$ cat config.mk
export PLATFORM = sky130hd
export DESIGN_NAME = nibble_serial_adder_ctrl
export DESIGN_NICKNAME = d
export VERILOG_FILES = /design/src/rtl/nibble_serial_adder_ctrl.sv
export SDC_FILE = /design/constraint.sdc
export NUM_CORES = 1
export LEC_CHECK = 0
export CORE_UTILIZATION = 51
export CTS_CLUSTER_DIAMETER = 60
export DETAILED_ROUTE_END_ITERATION = 6
export PLACE_DENSITY_LB_ADDON = 0.12
export REMOVE_ABC_BUFFERS = 1
export SLEW_MARGIN = 20
export SYNTH_ARGS = -nofsm -noshare
export SYNTH_HDL_FRONTEND = slang
export SYNTH_SLANG_ARGS = --single-unit
$ cat constraint.sdc
create_clock -name clk -period 4.15 [get_ports clk]
set_input_delay 0.83 -clock clk [delete_from_list [all_inputs] [get_ports clk]]
set_output_delay 0.83 -clock clk [all_outputs]
set_load 0.01 [all_outputs]
$ cat src/rtl/nibble_serial_adder_ctrl.sv
// WIDTH-bit add/subtract sequenced over one shared 4-bit ripple-carry slice.
// One nibble per clock, LSB first; valid/ready on both request and result.
module nibble_serial_adder_ctrl #(
    parameter int WIDTH = 16
) (
    input  logic             clk,
    input  logic             rst,
    input  logic             in_valid,
    output logic             in_ready,
    input  logic [WIDTH-1:0] a,
    input  logic [WIDTH-1:0] b,
    input  logic             cin,
    input  logic             sub,
    output logic             out_valid,
    input  logic             out_ready,
    output logic [WIDTH-1:0] sum,
    output logic             cout,
    output logic             ovf,
    output logic [3:0]       add_a,
    output logic [3:0]       add_b,
    output logic             add_cin,
    input  logic [3:0]       add_s,
    input  logic             add_cout
);

    localparam int NIB = WIDTH / 4;
    localparam int IW  = (NIB > 1) ? $clog2(NIB) : 1;
    localparam int MSB = WIDTH - 1;

    typedef enum logic [1:0] {
        IDLE,
        RUN,
        DONE
    } state_t;

    state_t          state;
    logic [IW-1:0]   idx;
    logic [WIDTH-1:0] a_reg;
    logic [WIDTH-1:0] b_reg;
    logic            c0;
    logic            carry_reg;
    logic            last;

    assign in_ready = (state == IDLE) && !rst;
    assign last     = (idx == IW'(NIB - 1));

    // Slice inputs are only live while stepping; otherwise held at zero.
    always_comb begin
        add_a   = 4'h0;
        add_b   = 4'h0;
        add_cin = 1'b0;
        if (state == RUN) begin
            add_a   = a_reg[idx*4 +: 4];
            add_b   = b_reg[idx*4 +: 4];
            add_cin = (idx == '0) ? c0 : carry_reg;
        end
    end

    always_ff @(posedge clk) begin
        if (rst) begin
            state     <= IDLE;
            idx       <= '0;
            carry_reg <= 1'b0;
            out_valid <= 1'b0;
            sum       <= '0;
            cout      <= 1'b0;
            ovf       <= 1'b0;
        end else begin
            unique case (state)
                IDLE: begin
                    if (in_valid) begin
                        a_reg <= a;
                        b_reg <= sub ? ~b : b;
                        c0    <= sub | cin;
                        idx   <= '0;
                        state <= RUN;
                    end
                end
                RUN: begin
                    sum[idx*4 +: 4] <= add_s;
                    carry_reg       <= add_cout;
                    if (last) begin
                        idx       <= '0;
                        cout      <= add_cout;
                        // Overflow: like-signed operands, result sign differs.
                        ovf       <= (a_reg[MSB] == b_reg[MSB]) &&
                                     (add_s[3] != a_reg[MSB]);
                        out_valid <= 1'b1;
                        state     <= DONE;
                    end else begin
                        idx <= idx + 1'b1;
                    end
                end
                DONE: begin
                    if (out_ready) begin
                        out_valid <= 1'b0;
                        state     <= IDLE;
                    end
                end
                default: state <= IDLE;
            endcase
        end
    end

endmodule

==> results of run 1 <==
[metrics by stage]
stage / instance area, µm² / hold slack (ps) / total power [mW] / setup WS [ps] / util [%]
3_3_place_gp: 3290 / 442 / 0.787 / 1170 / 69.7
6_report: 3470 / 451 / 1.25 / 862 / 73.5
2_1_floorplan: 2470 / 430 / 0.705 / 1730 / -
4_1_cts: 3470 / 455 / 1.26 / 806 / 73.5
5_1_grt: 3470 / 474 / 1.30 / 657 / 73.5
3_5_place_dp: 3290 / 446 / 0.790 / 1160 / 69.7
[power by group through the flow]
stage / logic, mW / registers, mW / clock network [mW]
final: 0.142 / 0.634 / 0.473
after CTS: 0.144 / 0.635 / 0.482
after global routing: 0.154 / 0.637 / 0.506
after global placement: 0.142 / 0.646 / 0
after detailed placement: 0.143 / 0.647 / 0
after floorplan: 0.0601 / 0.645 / 0
[cell families (layout without fill, tap and decap cells)]
| logic type | Yosys count | in the layout | share of synthesized area [%] |
|---|---|---|---|
| AOI/OAI and AO/OA | 28 | 28 | 7.37 |
| xor gates and xnor gates | 16 | 16 | 5.58 |
| adders and majority gates | 6 | 6 | 2.99 |
| buffers and inverters | 17 | 98 | 2.79 |
| DFF | 57 | 57 | 58.6 |
| muxes | 10 | 10 | 7.97 |
| and+or+nand+nor | 60 | 60 | 14.7 |
[synthesized netlist by cell type, types with 2 or more instances]
cell type	number
ha_1	6
nand2b_1	6
nor2_1	6
and3b_1	2
nor3_1	2
nand2_1	13
nand3b_1	4
a2bb2oi_1	2
o32ai_1	4
a22o_1	4
nand3_1	9
mux2i_1	2
edfxtp_1	33
and2_1	10
clkbuf_1	6
dfxtp_1	24
inv_1	7
a21oi_1	15
mux4_2	8
buf_2	2
xor2_1	16
[layout make-up]
type | count | area, µm² | area share, %
Clock buffer | 12 | 135 | 3.89
Clock inverter | 4 | 43.8 | 1.26
Inverter | 7 | 26.3 | 0.757
Multi-Input combinational cell | 120 | 970 | 27.9
Sequential cell | 57 | 1470 | 42.4
Tap cell | 67 | 83.8 | 2.42
Timing Repair Buffer | 75 | 741 | 21.3
[per-layer routing]
layer / GRT usage, % / up-vias
met5: 0 / -
met4: 10.5 / 0
met3: 4.44 / 9
met2: 32.5 / 56
met1: 24.8 / 822
li1: - / 856
[worst reg2reg max path, stage by stage, from the launching register on]
cell     delay [ps]
dfxtp_1         850
inv_1           200
ha_1            430
or3b_1          410
nor4b_4         340
a22o_1          190
[worst min-delay path by stage]
stage          cells after the start                     end                   start
2_1_floorplan                      2  carry_reg$_SDFFE_PP0P_  carry_reg$_SDFFE_PP0P_
3_3_place_gp                       2     sum[4]$_SDFFE_PP0P_     sum[4]$_SDFFE_PP0P_
6_report                           2    sum[15]$_SDFFE_PP0P_    sum[15]$_SDFFE_PP0P_
4_1_cts                            2    sum[15]$_SDFFE_PP0P_    sum[15]$_SDFFE_PP0P_
3_5_place_dp                       2     sum[6]$_SDFFE_PP0P_     sum[6]$_SDFFE_PP0P_
5_1_grt                            2     sum[4]$_SDFFE_PP0P_     sum[4]$_SDFFE_PP0P_
==> results.toml, run 1 <==
[power_and_ir_drop]
seqPwrFrac_pct = 50.8
cellLeakagePower_nw = 1.22
peakVddDrop_mv = 0.207
netSwitchingPower_uw = 268
combPwrFrac_pct = 11.4
p_sw_share_pct = 21.4
p_clk_share_pct = 37.9
internal_power_uw = 981
p_per_area_nw_per_um2 = 360

[clocking]
cts_root_buffer = "clkbuf_8"
insertion_delay_ps = 320
htreeDepth = 3
cts_buffers = 9
cts_hold_buf = 0
cts_resized = 0
cts.clk_slew.worst_paths_ps = 60
cts_num_sinks = 57
cts_setup_buffers = 0
clockBufferDepth = 2
cts_tree = "built"

[synth]
synth_cell_types = 34
synthArstFlopShare_pct = 0
syn_area_um2 = 2510
synth_edf_count = 33
ys_seq_area_share_pct = 58.6
synthTopCellsByArea = "edfxtp_1, dfxtp_1, mux4_2, xor2_1, a21oi_1"
synth_cells = 194
yosys_warnings = 0
syn_area_per_cell_um2 = 12.9
ys_ff_latch = 57
synth_ff_type = "edfxtp_1"
synth_area_leader_cell = "edfxtp_1"
netlist.area_leader.share_pct = 39.5

[critical_path]
critPathMaxFanout = 16
critPathBufInv = 2
rr_endpoint = "sum[8]$_SDFFE_PP0P_"
cp_num_cells = 5
rr_worst_depth = 5
crit_arrival_ps = 2460
endpoint = "add_cin"
path_delay_family = "flip-flops"
path_class = "flip-flop to primary output"
cpPeakStageDelay_ps = 850
regToRegSetupSlack_ps = 1680
cp-start-kind = "flip-flop"
slowest_stage = "dfxtp_1"
reg2reg_from = "idx[0]$_SDFFE_PP0P_"
crit_chain = "inv_1 > ha_1 > mux2i_1 > nor2_1 > clkdlybuf4s50_1"
required_ps = 3320
end_kind = "primary output"
startpoint = "idx[0]$_SDFFE_PP0P_"

[floorplan]
core_um2 = 4720
die_y_um = 72.2
die_area_um2 = 5210
pin_count = 72
rows = 25
fp.dieW_um = 72.2
initial_utilization_pct = 53.2

[final_layout]
most-common-layout-cells = "clkdlybuf4s50_1, edfxtp_1, dfxtp_1"
nFillCells = 347
final_cells = 342
final_nets = 319
drive_gt1_share_pct = 10.9
antennaDiodeCount = 0
synthToLayoutAreaGrowth_pct = 38.2
mostFrequentLayoutCell = "clkdlybuf4s50_1"

[grt]
antenna_found_initial = 0
grt_pass1_vias = 1660
grt_max_degree = 34
grt_first_pass_wirelength_um = 7570
track_usage_pct = 19.9
grt-ovfl-total = 0

[sta]
tns_ps = 0
fin_crit_sh_pct = 79.2
fin_crit_ps = 3290
final_hold_viol_count = 0
rsz0062_at_grt = "false"
setup_violations = 0
tightest_slew_ps = 872
max_freq_mhz = 304
relSlewSlack_pct = 41.7
maxSlewViolCount = 0
skew_ps = 5.36

[route]
vias_per_cell = 5.10
ant_nets = 0
routed_wl_um = 4610
top_layer = "met4"
drtIter0Drc = 69
met2WireLength_um = 2280
num_vias = 1743
met1_length_um = 1980
wire_per_inst_um = 13.5
drc = 0
first_pass_iters = 4
route.met3.wl_um = 231

[flow_run]
cap_viol_max_count = 0

[placed_design]
dp_hpwl_um = 3230
port-buffer-count = 71
place_inst = 326
place_congestion = 0.754

[worst_hold_path]
hold_class = "flip-flop to flip-flop"

[run_status]
status = "finished, final reports clean"
No activity file was read; power rests on OpenSTA's default activity.
==> inputs of run 2 (changes only) <==
- CORE_UTILIZATION: 51 -> 47
- clock period: 4.15 -> 3.08 ns (I/O delays scaled with it)
==> run 2 against run 1 <==
Against the previous run: via count increased by 1.3%; utilization shrank 6.0 points; setup slack got worse by 670 ps; global-route usage shrank 1.2 points; routed wire length increased by 1.3%; power grew 28%; worst hold slack gained 1.9 ps; die area grew 8.3%; final cell count grew 1.8%; clock skew rose by 3.5 ps; combinational power grew 42%.
==> results.toml, run 2 (synthesized netlist as in run 1, its figures left out) <==
[run_status]
status = "finished, final reports clean"

[sta]
max_freq_mhz = 347
rsz0062_at_grt = "false"
fin_crit_sh_pct = 93.7
setup_violations = 0
tightest_slew_ps = 427
maxSlewViolCount = 0
final_hold_viol_count = 0
fin_crit_ps = 2890
tns_ps = 0
skew_ps = 8.89
relSlewSlack_pct = 71.5

[placed_design]
port-buffer-count = 71
dp_hpwl_um = 3380
dpl_cell_area_um2 = 3320
place_congestion = 0.720

[grt]
antenna_found_initial = 0
track_usage_pct = 18.7
grt_first_pass_wirelength_um = 7520
grt_max_degree = 34
grt-ovfl-total = 0
grt_pass1_vias = 1668

[critical_path]
critPathMaxFanout = 11
end_kind = "primary output"
path_class = "flip-flop to primary output"
required_ps = 2460
cp-start-kind = "flip-flop"
crit_arrival_ps = 2270

[floorplan]
die_y_um = 75.1
fp.dieW_um = 75.1
die_area_um2 = 5640
initial_utilization_pct = 48.9
core_um2 = 5140
pin_count = 72
rows = 26

[route]
drc = 0
drtIter0Drc = 76
wire_per_inst_um = 13.4
num_vias = 1765
routed_wl_um = 4670
vias_per_cell = 5.07
first_pass_iters = 4
ant_nets = 0

[power_and_ir_drop]
combPwrFrac_pct = 12.6
p_sw_share_pct = 22.3
cellLeakagePower_nw = 1.21
peakVddDrop_mv = 0.338
internal_power_mw = 1.25
seqPwrFrac_pct = 52.9
netSwitchingPower_uw = 358
p_clk_share_pct = 34.5
p_per_area_nw_per_um2 = 462

[final_layout]
most-common-layout-cells = "clkdlybuf4s50_1, edfxtp_1, dfxtp_1"
synthToLayoutAreaGrowth_pct = 38.2
antennaDiodeCount = 0
drive_gt1_share_pct = 11.2
nFillCells = 425
final_nets = 322
mostFrequentLayoutCell = "clkdlybuf4s50_1"
final_area_um2 = 3470

[clocking]
cts_resized = 0
cts_root_buffer = "clkbuf_8"
cts_hold_buf = 0
cts.clk_slew.worst_paths_ps = 60
cts_buffers = 9
clockBufferDepth = 2
htreeDepth = 3
cts_num_sinks = 57
insertion_delay_ps = 320
cts_setup_buffers = 0
cts_tree = "built"

[worst_hold_path]
hold_class = "flip-flop to flip-flop"

[flow_run]
cap_viol_max_count = 0
## run 2: cell count changes in the layout (fill, tap and decap cells not counted), sizes merged
cell and delta:
clkinv -1, buf +3, clkbuf +2, bufinv -1
## run 2: power groups by stage
stage / clock network, mW / logic (mW) / registers [mW]
3_3_place_gp: 0 / 0.201 / 0.864
2_1_floorplan: 0 / 0.0810 / 0.869
4_1_cts: 0.566 / 0.204 / 0.849
3_5_place_dp: 0 / 0.203 / 0.865
6_report: 0.554 / 0.202 / 0.848
5_1_grt: 0.600 / 0.220 / 0.851
## run 2: through the flow
stage	power (mW)	setup WS [ps]	std cells	hold WS, ps	util [%]
floorplan	0.950	875	184	430	-
detailed placement	1.07	513	332	448	64.6
global placement	1.07	545	332	442	64.6
global route	1.67	58.2	348	476	67.5
CTS	1.62	145	348	456	67.5
finish	1.60	194	348	453	67.5
## run 2: path summary, 6_finish.rpt
kind,startpoint,to,slack (ps),cells past startpoint
min,sum[4]$_SDFFE_PP0P_,sum[4]$_SDFFE_PP0P_,450,2
max reg2reg,idx[0]$_SDFFE_PP0P_,sum[10]$_SDFFE_PP0P_,1030,5
max,idx[0]$_SDFFE_PP0P_,add_b[2],190,4
min reg2reg,sum[4]$_SDFFE_PP0P_,sum[4]$_SDFFE_PP0P_,450,2
## run 2: final cells by class
| type | count | area, µm² | area share [%] |
|---|---|---|---|
| clock buffers | 14 | 143 | 4.11 |
| clock inverters | 2 | 8.76 | 0.252 |
| inverters | 7 | 26.3 | 0.757 |
| multi-input cells | 120 | 970 | 27.9 |
| flip-flops and latches | 57 | 1470 | 42.4 |
| well taps | 70 | 87.6 | 2.52 |
| repair buffers | 78 | 763 | 22.0 |
## run 2: routing by layer
layer	vias to the layer above	wire length, µm	GRT usage [%]
met3	8	217	4.69
met4	0	102	10.1
met1	844	2040	22.4
li1	862	-	-
met5	-	0	0
met2	51	2310	31.0
## run 2: critical path, cell delays in order, from the launching register on
cell and delay, ps:
dfxtp_1 510, buf_4 280, mux4_2 520, and2_1 170
clkdlybuf4s50_1 480
